File: config.mk
export PLATFORM = sky130hd
export DESIGN_NAME = cla_group_seq_adder_flat
export DESIGN_NICKNAME = d
export VERILOG_FILES = /design/src/rtl/cla_group_seq_adder_if.sv /design/src/rtl/cla_group_seq_adder.sv /design/src/flat_wrapper.sv
export SDC_FILE = /design/constraint.sdc
export NUM_CORES = 1
export LEC_CHECK = 0
export CAP_MARGIN = 30
export CORE_ASPECT_RATIO = 1.1
export CORE_MARGIN = 3
export CORE_UTILIZATION = 55
export CTS_BUF_LIST = sky130_fd_sc_hd__clkbuf_4 sky130_fd_sc_hd__clkbuf_8 sky130_fd_sc_hd__clkbuf_16
export DETAILED_ROUTE_END_ITERATION = 16
export GPL_ROUTABILITY_DRIVEN = 0
export PLACE_DENSITY = 0.84
export SYNTH_ARGS = -nofsm -noshare
export SYNTH_HDL_FRONTEND = slang
export SYNTH_SLANG_ARGS = --single-unit
File: constraint.sdc
create_clock -name clk -period 2.7 [get_ports clk]
set_input_delay 0.54 -clock clk [delete_from_list [all_inputs] [get_ports clk]]
set_output_delay 0.54 -clock clk [all_outputs]
set_load 0.01 [all_outputs]
File: src/rtl/cla_group_seq_adder_if.sv
// Handshake and operand/result bundle for the sequential group carry-lookahead adder.
// The master drives requests and operands; the slave returns status and results.
interface cla_group_seq_adder_if #(
   parameter int WIDTH = 16
) ();
   logic             start;
   logic [WIDTH-1:0] a;
   logic [WIDTH-1:0] b;
   logic             cin;
   logic             busy;
   logic             done;
   logic [WIDTH-1:0] sum;
   logic             cout;
   logic             ovf;

   modport master (
      output start, a, b, cin,
      input  busy, done, sum, cout, ovf
   );

   modport slave (
      input  start, a, b, cin,
      output busy, done, sum, cout, ovf
   );
endinterface

File: src/rtl/cla_group_seq_adder.sv
// Multi-cycle adder: one GROUP-bit lookahead slice per clock.
// The slice carry-out is registered and becomes the next slice's carry-in.
module cla_group_seq_adder #(
   parameter int WIDTH = 16,
   parameter int GROUP = 4
) (
   input  logic                  clk,
   input  logic                  rst,
   cla_group_seq_adder_if.slave  bus
);
   localparam int N     = WIDTH / GROUP;
   localparam int IDX_W = (N > 1) ? $clog2(N) : 1;

   typedef enum logic [1:0] {
      IDLE = 2'd0,
      CALC = 2'd1,
      DONE = 2'd2
   } state_e;

   state_e             state_q, state_d;
   logic [IDX_W-1:0]   idx_q;
   logic [WIDTH-1:0]   a_q, b_q, psum_q, sum_q;
   logic               carry_q, cout_q, ovf_q, busy_q, done_q;
   logic               busy_d, done_d;

   logic               accept;
   logic               last_slice;
   logic [GROUP-1:0]   sa, sb, p, g, slice_sum;
   logic [GROUP:0]     c;
   logic               term, acc;

   assign accept     = bus.start && (state_q != CALC);
   assign last_slice = (idx_q == IDX_W'(N - 1));
   assign sa         = a_q[GROUP-1:0];
   assign sb         = b_q[GROUP-1:0];

   // Two-level lookahead: each carry is a flat sum of generate/propagate products.
   always_comb begin
      p    = sa | sb;
      g    = sa & sb;
      c    = '0;
      term = 1'b0;
      acc  = 1'b0;
      c[0] = carry_q;
      for (int i = 0; i < GROUP; i++) begin
         term = carry_q;
         for (int k = 0; k <= i; k++) begin
            term = term & p[k];
         end
         acc = term;
         for (int j = 0; j <= i; j++) begin
            term = g[j];
            for (int k = j + 1; k <= i; k++) begin
               term = term & p[k];
            end
            acc = acc | term;
         end
         c[i+1] = acc;
      end
      slice_sum = sa ^ sb ^ c[GROUP-1:0];
   end

   always_comb begin
      state_d = state_q;
      case (state_q)
         IDLE:    state_d = accept ? CALC : IDLE;
         CALC:    state_d = last_slice ? DONE : CALC;
         DONE:    state_d = accept ? CALC : IDLE;
         default: state_d = IDLE;
      endcase
   end

   always_comb begin
      busy_d = (state_d == CALC);
      done_d = (state_d == DONE);
   end

   always_ff @(posedge clk) begin
      if (rst) begin
         state_q <= IDLE;
         busy_q  <= 1'b0;
         done_q  <= 1'b0;
      end else begin
         state_q <= state_d;
         busy_q  <= busy_d;
         done_q  <= done_d;
      end
   end

   // Operands shift down one slice per cycle; the partial sum fills from the top.
   always_ff @(posedge clk) begin
      if (rst) begin
         idx_q   <= '0;
         a_q     <= '0;
         b_q     <= '0;
         carry_q <= 1'b0;
         psum_q  <= '0;
         sum_q   <= '0;
         cout_q  <= 1'b0;
         ovf_q   <= 1'b0;
      end else if (accept) begin
         idx_q   <= '0;
         a_q     <= bus.a;
         b_q     <= bus.b;
         carry_q <= bus.cin;
         psum_q  <= '0;
      end else if (state_q == CALC) begin
         idx_q   <= idx_q + IDX_W'(1);
         a_q     <= a_q >> GROUP;
         b_q     <= b_q >> GROUP;
         carry_q <= c[GROUP];
         psum_q  <= {slice_sum, psum_q[WIDTH-1:GROUP]};
         if (last_slice) begin
            sum_q  <= {slice_sum, psum_q[WIDTH-1:GROUP]};
            cout_q <= c[GROUP];
            ovf_q  <= c[GROUP] ^ c[GROUP-1];
         end else begin
            sum_q  <= sum_q;
            cout_q <= cout_q;
            ovf_q  <= ovf_q;
         end
      end else begin
         idx_q <= idx_q;
      end
   end

   assign bus.busy = busy_q;
   assign bus.done = done_q;
   assign bus.sum  = sum_q;
   assign bus.cout = cout_q;
   assign bus.ovf  = ovf_q;
endmodule

File: src/flat_wrapper.sv
// flat-port wrapper written by rule: the top's interface ports become plain ports
module cla_group_seq_adder_flat 
#(
   parameter int WIDTH = 16,
   parameter int GROUP = 4
)
  (clk, rst, bus_start, bus_a, bus_b, bus_cin, bus_busy, bus_done, bus_sum, bus_cout, bus_ovf);
  cla_group_seq_adder_if #(.WIDTH(WIDTH)) bus_i ();
  input  logic clk;
  input  logic rst;
  input wire logic [$bits(bus_i.start)-1:0] bus_start;
  input wire logic [$bits(bus_i.a)-1:0] bus_a;
  input wire logic [$bits(bus_i.b)-1:0] bus_b;
  input wire logic [$bits(bus_i.cin)-1:0] bus_cin;
  output wire logic [$bits(bus_i.busy)-1:0] bus_busy;
  output wire logic [$bits(bus_i.done)-1:0] bus_done;
  output wire logic [$bits(bus_i.sum)-1:0] bus_sum;
  output wire logic [$bits(bus_i.cout)-1:0] bus_cout;
  output wire logic [$bits(bus_i.ovf)-1:0] bus_ovf;
  assign bus_i.start = bus_start;
  assign bus_i.a = bus_a;
  assign bus_i.b = bus_b;
  assign bus_i.cin = bus_cin;
  assign bus_busy = bus_i.busy;
  assign bus_done = bus_i.done;
  assign bus_sum = bus_i.sum;
  assign bus_cout = bus_i.cout;
  assign bus_ovf = bus_i.ovf;
  cla_group_seq_adder #(.WIDTH(WIDTH), .GROUP(GROUP)) u_core (.clk(clk), .rst(rst), .bus(bus_i));
endmodule
# Yosys cells after proc, flatten, opt, wreduce, memory -nomap -nowiden
# Index checks and enable logic that the tools add are counted.
totals:
  ff_bits: 73
  in_bits: 36
  word_cells: 59
op_classes:
  add_sub_neg: 1
  eq_ne: 6
  mux: 9
  bitwise: 26
  reduce_logical: 6
op_table:
  columns: ["op", "count"]
  rows:
  - ["16-bit two-way mux", 4]
  - ["1-bit bitwise AND", 10]
  - ["1-bit bitwise OR", 10]
  - ["4-bit bitwise XOR", 2]
  - ["2-bit equality test, second input constant", 3]
  - ["4-bit bitwise AND", 1]
  - ["2-bit by 1-bit equality test with 1-bit output, second input constant", 2]
  - ["4-bit bitwise OR", 1]
  - ["2-bit case mux with 2 select lines", 1]
  - ["2-bit OR reduction", 2]
  - ["1-bit two-way mux", 3]
  - ["3-bit AND reduction", 1]
  - ["2-bit by 1-bit adder with 2-bit output, second input constant", 1]
  - ["2-bit logical NOT", 1]
  - ["2-bit two-way mux", 1]
  - ["2-bit by 1-bit != test with 1-bit output, second input constant", 1]
  - ["2-bit nonzero test", 1]
  - ["1-bit logical AND", 1]
  - ["1-bit NOT", 1]
  - ["1-bit bitwise XOR", 1]

# Logic depth before layout (Yosys ltp)
# Gate-level depths: netlist of the first run.
logic_depth:
  ltp_word: 11
  mapped_depth: 7
  ltp_nobuf: 6

# Worst setup path after synthesis of the first run
# Ideal clock, no wire load.
synth_path:
  path_type: "register to register"
  start: "register u_core.b_q[0]"
  end: "register u_core.psum_q[15]"
  arrival_time_ns: 1.556
  t_required_ns: 2.640
  path_slack_ns: 1.084
  path_stages_with_launch: 7
  cell_sequence: "dfxtp_1 -> inv_1 -> ha_1 -> nand2b_1 -> a211o_1 -> a2111oi_1 -> a311o_1"
synth_between:
  elab_chain_cells: 8
synth_lines:
  columns: ["element", "line_no", "rtl"]
  rows:
  - ["start: declaration", "cla_group_seq_adder.sv:22", "logic [WIDTH-1:0] a_q, b_q, psum_q, sum_q;"]
  - ["start signal: assignment", "cla_group_seq_adder.sv:104", "b_q <= bus.b;"]
  - ["start signal: assignment", "cla_group_seq_adder.sv:110", "b_q <= b_q >> GROUP;"]
  - ["4-bit bitwise OR", "cla_group_seq_adder.sv:39", "p = sa | sb;"]
  - ["1-bit bitwise AND (3 in series)", "cla_group_seq_adder.sv:48", "term = term & p[k];"]
  - ["1-bit bitwise OR * (3 in series)", "cla_group_seq_adder.sv:56", "acc = acc | term;"]
  - ["4-bit bitwise XOR *", "cla_group_seq_adder.sv:60", "slice_sum = sa ^ sb ^ c[GROUP-1:0];"]
  - ["end signal: assignment", "cla_group_seq_adder.sv:112", "psum_q <= {slice_sum, psum_q[WIDTH-1:GROUP]};"]
  - ["end: declaration", "cla_group_seq_adder.sv:22", null]
# Mark *: on every way between the ends. The rest lies on a longest branch, timed or not.
# A chain may end at the register's enable or synchronous reset.

# Worst setup path after layout of the first run
layout_path:
  start: "register u_core.b_q[0]"
  end: "register u_core.sum_q[15], in the netlist u_core.bus.sum[15]"
layout_between:
  elab_chain_cells: 8
layout_lines:
  columns: ["element", "line_no", "rtl"]
  rows:
  - ["4-bit bitwise OR", "cla_group_seq_adder.sv:39", null]
  - ["1-bit bitwise AND (3 in series)", "cla_group_seq_adder.sv:48", null]
  - ["1-bit bitwise OR * (3 in series)", "cla_group_seq_adder.sv:56", null]
  - ["4-bit bitwise XOR *", "cla_group_seq_adder.sv:60", null]
  - ["end signal: assignment", "cla_group_seq_adder.sv:114", "sum_q <= {slice_sum, psum_q[WIDTH-1:GROUP]};"]
  - ["end signal: assignment", "cla_group_seq_adder.sv:118", "sum_q <= sum_q;"]
  - ["end: declaration", "cla_group_seq_adder.sv:22", null]
# Marks and branches as above.

==> results.txt, run 1 <==
A synthesized cell averages 9.01 um^2. Clock tree synthesis inserted a total of 9 buffers. After detailed routing, the met2 layer carries 2950 um of wire. The insertion delay of the later-clocked pin in the worst-skew pair was 0.36 ns; the share of the synthesized area in the top cell type was 0.469.

After synthesis the netlist holds a flip-flop and latch count of 69. The count of buffers inserted at the top-level ports was 55. Counting instances, the worst hold path has a depth of 2. The layout-stage area growth over the synthesis result was 26.5%; the data required time at the worst endpoint was 3.00 ns.

The leakage power summed over all cells came out at 0.00147 uW. Setup repair after global routing left no endpoint under its margin. The largest fanout on the critical path works out to 6. The clock sink count is 69. The fmax was 552 MHz. The most numerous cell type found on the critical path is a211o_1.

The fraction of final layout cells sized beyond drive strength 1 works out to 0.0661. The post-synthesis async set-or-reset flop share came out at 0. The topmost layer with routed signal wires is met4. The post-synthesis sequential area ratio is 0.469, and the register-to-register setup slack is 0.89 ns. The die covers 6270 um^2.

For the number of antenna violations at the first check in global routing, the log shows 0. The master cell of the clock root buffer is clkbuf_8. The total count of max-transition violations in the final report was 0; the synthesized net count was 373. 0 antenna diodes ended up in the layout. The worst hold path begins at u_core.bus.sum[6]. The endpoint type of the worst setup path was a flip-flop. The proportion of power drawn by flip-flops and latches was 0.469; the worst reg-to-reg path cell count was 6.

The number of enable-type register cells in the synthesized netlist is 0, and the power density relative to cell area is 632 nW/um^2. Summing every instance area after synthesis gives 2950 um^2. TritonCTS built the clock tree. Worst-path cell with the longest stage delay: a2111oi_0. In the routed design, unresolved DRC markers number 0. The run gives 0.116 as the combinational share of power.

Yosys mapped the design onto 36 distinct sky130hd cell types. After synthesis, the cell types taking the most area are dfxtp_1 47%, mux2i_1 11%, a211oi_1 6.6%. The flow ran to the end, and the final reports show no timing, DRC or antenna violations. After synthesis, the most frequently instantiated cells are 69 x dfxtp_1, 48 x nand2_1, 43 x nor2_1, 33 x mux2i_1, 27 x a21oi_1. During synthesis, Yosys emitted a total of 0 warnings. In this run the critical register-to-register path is launched from u_core.b_q[0].

In this run the power spent charging and discharging nets is 620 uW. The clock tree synthesis step divided the H-tree into 3 levels. The first TritonRoute pass finished after 4 iterations. The length of routed wiring on met1 is 2800 um. Measured along the y axis, the die boundary spans 82.8 um. Setup violations remaining at the end of the flow were counted as 0. The min-delay analysis places its worst path in the category reg2reg.

The number of violations reported at the end of detailed-routing iteration 0 was 169. Clock share of power: 0.416. Floorplan core area: 5100 um^2. The synthesized instance count is 327, and the buffers inserted during post-CTS setup optimization is 0. The count of buffer and inverter cells on the critical path came out at 1. The longest individual stage delay on the worst path was 0.42 ns; the routed wire length was 6260 um. In this run the critical register-to-register path is captured at u_core.bus.sum[15]. Once detail routing completed, the nets flagged for antenna violations numbered 0. The tools report the maximum number of pins on one net before global-route repair as 56.

IR analysis of the VDD net gives a maximum drop of 478 uV. Switching power as a share of total power: 0.263. Walking the worst path, the cells encountered are inv_1 > ha_1 > nand2b_1 > a211o_1 > a2111oi_0 > a211o_1. The worst setup path is of the reg2reg kind. The post-CTS clock slew at the launch and capture registers of the worst setup and hold paths is 0.09 ns. The largest delay contributor family on the critical path was compound AO/OA/AOI/OAI gates. Data arrives at the worst endpoint at 2.11 ns.

The slew at the pin closest to its max-slew limit works out to 0.648 ns. The number of global-route vias before repair was 2211; the routed length per placed instance was 13.9 um. The clock passes through at most 2 buffers. By instance count, the leading cell after synthesis is dfxtp_1.

The share of the cycle needed by the critical path after routing is 0.671, and the count of nets after finishing is 419. The number of failing hold endpoints at the final stage is 0. The logs give 0.577 for the starting density of the core and 0.00805 ns for the setup skew after layout. The internal portion of the total power is 1730 uW. Summed over all nets, wire length on met3 after detailed routing comes to 374 um. Summed over all instances, the cell type with the most area after synthesis is dfxtp_1.

After legalization and detailed placement, the total HPWL measured 4230 um. Max-cap violations in this run came to 0. Counting I/O delays and the setup requirement, the final critical path takes 1.81 ns.

The first global-routing pass estimated 10000 um of wire. The overall routing resource usage is 0.215. Utilization after layout: 0.730.

For hold timing, the worst endpoint is u_core.bus.sum[6]. The total overflow left after global routing is 0. The chip width works out to 75.8 um. The tools report the total number of vias as 2414. For this design, the CTS-stage hold fixing added 0 buffers.

Setup total negative slack on the finished layout was measured at 0 ns. Row count: 27. Number of instances resized during post-cts repair: 0.

In the synthesized netlist the dominant register cell turns out to be dfxtp_1. In this run the count of I/O pins placed on the die edge is 56. The worst slew margin relative to its limit was 0.568; the number of vias per cell was 5.36. STA classifies the critical path startpoint as a flip-flop.
-- registers in the layout, indices dropped and copies added, names as in the netlist --
name	flops
u_core.a_q	16
u_core.b_q	16
u_core.bus.busy	1
u_core.bus.cout	1
u_core.bus.done	1
u_core.bus.ovf	1
u_core.bus.sum	16
u_core.carry_q	1
u_core.idx_q	2
u_core.psum_q	12
u_core.state_q	2
-- worst min-delay path, stage by stage (launching register included) --
cell	delay [ns]
dfxtp_1	0.32
nand2_1	0.05
a21oi_1	0.05
-- cell type report --
| class | count | area (um^2) |
|---|---|---|
| fillers | 422 | 1380 |
| clock buffers | 9 | 124 |
| inverters | 11 | 41.3 |
| multi-input cells | 222 | 1400 |
| repair buffers | 60 | 578 |
| flip-flops and latches | 69 | 1380 |
| well taps | 72 | 90.1 |
| clock inverters | 7 | 106 |
-- power groups by stage --
stage                     logic [uW]  clock network (uW)  registers [uW]
after global routing             297                1040            1110
after detailed placement         269                   0            1130
final                            272                 978            1100
after CTS                        273                 986            1100
after floorplan                  181                   0            1120
after global placement           261                   0            1130
-- metal layers --
layer / up-vias / global-route usage
li1: 1213 / -
met1: 1115 / 0.263
met2: 74 / 0.338
met3: 12 / 0.0775
met4: 0 / 0.0927
met5: - / 0
-- logic make-up after synthesis --
| group | count (synthesis) | share of synthesized area |
|---|---|---|
| xor gates and xnor gates | 2 | 0.00595 |
| adders and majority gates | 10 | 0.0450 |
| and+or+nand+nor | 111 | 0.164 |
| buffers and inverters | 36 | 0.0544 |
| muxes | 33 | 0.112 |
| DFF | 69 | 0.469 |
| AOI/OAI and AO/OA | 66 | 0.149 |
-- cell usage in the layout (no fill, tap or decap), types with 5 or more instances in the layout --
| cell | instances |
|---|---|
| nor2_1 | 43 |
| nand2_1 | 48 |
| buf_4 | 5 |
| inv_1 | 11 |
| clkdlybuf4s50_1 | 53 |
| a21oi_1 | 27 |
| mux2i_1 | 33 |
| clkbuf_8 | 9 |
| nand3b_1 | 5 |
| a211oi_1 | 26 |
| dfxtp_1 | 69 |
| ha_1 | 9 |
-- worst max path at each step --
stage	start	end	slack, ns	depth (start not counted)
final	u_core.b_q[0]	u_core.bus.sum[15]	0.89	6
after global routing	u_core.b_q[0]	u_core.bus.sum[15]	0.72	6
after CTS	u_core.state_q[0]	u_core.bus.sum[15]	0.87	5
after detailed placement	bus_start	u_core.psum_q[15]	0.78	4
after global placement	bus_start	u_core.psum_q[15]	0.81	4
after floorplan	u_core.b_q[0]	u_core.psum_q[15]	1.08	6
-- through the flow --
step	total power, uW	hold slack (ns)	setup WS (ns)	instance area (um^2)	cells
3_3_place_gp	1390	0.442	0.811	3490	434
5_1_grt	2450	0.477	0.718	3720	450
3_5_place_dp	1400	0.447	0.783	3490	434
2_1_floorplan	1300	0.432	1.08	2950	327
6_report	2350	0.457	0.889	3720	450
4_1_cts	2360	0.459	0.866	3720	450
Power figures use the tool's default switching activity.
==> run 2: changes to the inputs <==
--- a/config.mk
+++ b/config.mk
@@ -8,11 +8,11 @@
 export CAP_MARGIN = 30
 export CORE_ASPECT_RATIO = 1.1
 export CORE_MARGIN = 3
-export CORE_UTILIZATION = 55
+export CORE_UTILIZATION = 51
 export CTS_BUF_LIST = sky130_fd_sc_hd__clkbuf_4 sky130_fd_sc_hd__clkbuf_8 sky130_fd_sc_hd__clkbuf_16
 export DETAILED_ROUTE_END_ITERATION = 16
 export GPL_ROUTABILITY_DRIVEN = 0
-export PLACE_DENSITY = 0.84
+export PLACE_DENSITY = 0.79
 export SYNTH_ARGS = -nofsm -noshare
 export SYNTH_HDL_FRONTEND = slang
 export SYNTH_SLANG_ARGS = --single-unit
==> constraint.sdc (replaced) <==
create_clock -name clk -period 1.7 [get_ports clk]
set_input_delay 0.34 -clock clk [delete_from_list [all_inputs] [get_ports clk]]
set_output_delay 0.34 -clock clk [all_outputs]
set_load 0.01 [all_outputs]
==> results.txt, run 2 (synthesis gave the netlist of run 1 again) <==
The run finished with clean final reports. The insertion delay of the later-clocked pin in the worst-skew pair was 0.34 ns (was 0.36 ns). The fraction of final layout cells sized beyond drive strength 1 works out to 0.0987 (was 0.0661). The tools report the total of hold buffers inserted after clock tree synthesis as 0 (unchanged). Path category of the worst min-delay check: in2reg (was reg2reg). The fmax was 614 MHz (was 552 MHz). The tools report the routed wire length as 6410 um (was 6260 um). The cell depth of the worst hold path is 2 (unchanged).

The layout-stage area growth over the synthesis result is 29.5% (was 26.5%). The logs give 0.367 ns (was 0.457 ns) for the minimum hold slack and 5500 um^2 (was 5100 um^2) for the floorplan core area. Most frequent standard cell in the layout excluding fill and tap cells: dfxtp_1 (unchanged).

The wire length of the first global-routing pass was 10500 um (was 10000 um). Commonest cells after routing, fill and taps aside: 68 x dfxtp_1, 53 x clkdlybuf4s50_1, 48 x nand2_1, 43 x nor2_1, 33 x mux2i_1 (was 69 x dfxtp_1, 53 x clkdlybuf4s50_1, 48 x nand2_1, 43 x nor2_1, 33 x mux2i_1). The critical path arrival was 1.88 ns (was 2.11 ns); the minimum setup slack in the final design was 0.0712 ns (was 0.889 ns).

The start-to-end type of the worst setup path is reg2reg (unchanged). The run gives 0.745 (was 0.568) as the worst slew margin relative to its limit. The time the worst path needs with I/O delays and setup is 1.63 ns (was 1.81 ns), and the count of nets after finishing is 426 (was 419). Setup TNS: 0 ns (unchanged). The number of levels the H-tree was split into was 3 (unchanged); the row count was 28 (was 27). The tools report the endpoint type of the worst setup path as a flip-flop (unchanged). The master cell of the clock root buffer is clkbuf_8 (unchanged). The total of max-cap violations was 0 (unchanged). The tools report the count of placed standard cells in the final layout, fillers left out as 460 (was 450).

The tools report the setup skew after layout as 0.00743 ns (was 0.00805 ns). For the TritonCTS buffer count, the log shows 9 (unchanged). Power density relative to cell area: 970 nW/um^2 (was 632 nW/um^2). The total die area came out at 6720 um^2 (was 6270 um^2). The final routed DRC violation total was 0 (unchanged). The die outline height is 85.7 um (was 82.8 um).

The tools report the critical path launch point type as a flip-flop (unchanged). For the count of antenna-violating nets left after detailed routing, the log shows 0 (unchanged). The number of vias per cell was 5.34 (was 5.36); the count of inserted antenna diode cells was 0 (unchanged). The number of global-route vias before repair was 2288 (was 2211). The count of buffers inserted at the top-level ports is 55 (unchanged).

The post-CTS clock slew at the launch and capture registers of the worst setup and hold paths was 0.07 ns (was 0.09 ns). The count of boundary I/O pins is 56 (unchanged). TritonCTS built the clock tree. The starting density of the core came out at 0.535 (was 0.577).

The cell total after placement was 444 (was 434); the placement-stage cell area was 3560 um^2 (was 3490 um^2). Post-placement setup slack: 0.0324 ns (was 0.783 ns). The logs give 4 (unchanged) for the length of the first detailed-routing pass in iterations and 3810 um^2 (was 3720 um^2) for the final cell area excluding filler cells. The number of antenna violations at the first check in global routing was 0 (unchanged).

Share of the cycle needed by the critical path after routing: 0.958 (was 0.671). The worst reg-to-reg path cell count was 6 (unchanged); the total number of vias was 2457 (was 2414). The data required time at the worst endpoint was 1.95 ns (was 3.00 ns); the final-report setup violation count was 0 (unchanged). The slew at the pin closest to its max-slew limit is 0.382 ns (was 0.648 ns), and the chip width is 78.5 um (was 75.8 um). The logs give 0 (unchanged) for the total congestion overflow after global routing and 0.00151 uW (was 0.00147 uW) for the leakage power summed over all cells. The number of buffers on the longest clock path was 2 (unchanged). The tools report the total count of max-transition violations in the final report as 0 (unchanged). The count of filler cells inserted in the layout was 478 (was 422); the largest fanout on the critical path was 6 (unchanged). The number of violations reported at the end of detailed-routing iteration 0 came out at 97 (was 169).

The tools report the number of failing hold endpoints at the final stage as 0 (unchanged). The logs give 68 (was 56) for the maximum number of pins on one net before global-route repair and 4470 um (was 4230 um) for the half-perimeter wire length after placement. The routed length per placed instance is 13.9 um (about the same), and the largest voltage drop on the vdd net is 757 uV (was 478 uV). The clock sink count came out at 69 (unchanged). The run gives 0.200 (was 0.215) as the overall routing resource usage.
[run 2: changes by cell type in the layout (fill, tap and decap cells not counted), moves of 2 or more]
| cell | before | now |
|---|---|---|
| a2111oi_2 | 0 | 2 |
| clkinv_2 | 0 | 2 |
| inv_6 | 2 | 0 |
| buf_4 | 5 | 11 |
[run 2: critical path, cell delays in order (launching register included)]
cell,delay [ns]
dfxtp_2,0.33
inv_1,0.04
ha_1,0.17
nand2b_1,0.17
a211o_4,0.38
a21o_1,0.19
a221oi_1,0.25
[run 2: where the power goes]
| group | switching, uW | internal (uW) | leakage [uW] | total, uW |
|---|---|---|---|---|
| sequential | 54.2 | 1700 | 0.000564 | 1750 |
| clock | 621 | 863 | 0.000112 | 1480 |
| combinational | 237 | 228 | 0.000832 | 465 |
| total | 912 | 2790 | 0.00151 | 3700 |
[run 2: what timing repair did]
| item | 4_1_cts | 5_1_grt |
|---|---|---|
| endpoints found under the setup margin | 1 | 2 |
| hold endpoints to repair | 0 | 0 |
| buffers inserted | 0 | 0 |
| resized for setup | 1 | 6 |
| pin swaps | 0 | 1 |
[run 2: final cells by class]
type / count / area, um^2 / area share
clock inverter: 6 / 86.3 / 0.0226
timing repair buffer: 67 / 643 / 0.169
inverter: 11 / 41.3 / 0.0108
clock buffer: 10 / 138 / 0.0361
tap: 75 / 93.8 / 0.0246
multi-input combinational: 222 / 1430 / 0.375
sequential: 69 / 1380 / 0.362
[run 2: metal layers]
layer,part of all wire,up-vias,global-route usage
met4,0.025,0,0.108
met3,0.040,15,0.0431
met1,0.45,1155,0.246
met5,0,-,0
met2,0.49,55,0.329
li1,-,1232,-
[run 2: worst paths after layout]
path                        to               from  slack, ns
min reg2reg  u_core.bus.sum[8]  u_core.bus.sum[8]       0.45
max reg2reg     u_core.carry_q      u_core.b_q[0]       0.07
min          u_core.state_q[1]                rst       0.37
max             u_core.carry_q      u_core.b_q[0]       0.07
[run 2: metrics by stage]
step / total power [uW] / util
2_1_floorplan: 2060 / -
3_3_place_gp: 2220 / 0.648
5_1_grt: 3860 / 0.694
3_5_place_dp: 2240 / 0.648
4_1_cts: 3710 / 0.689
6_report: 3700 / 0.694
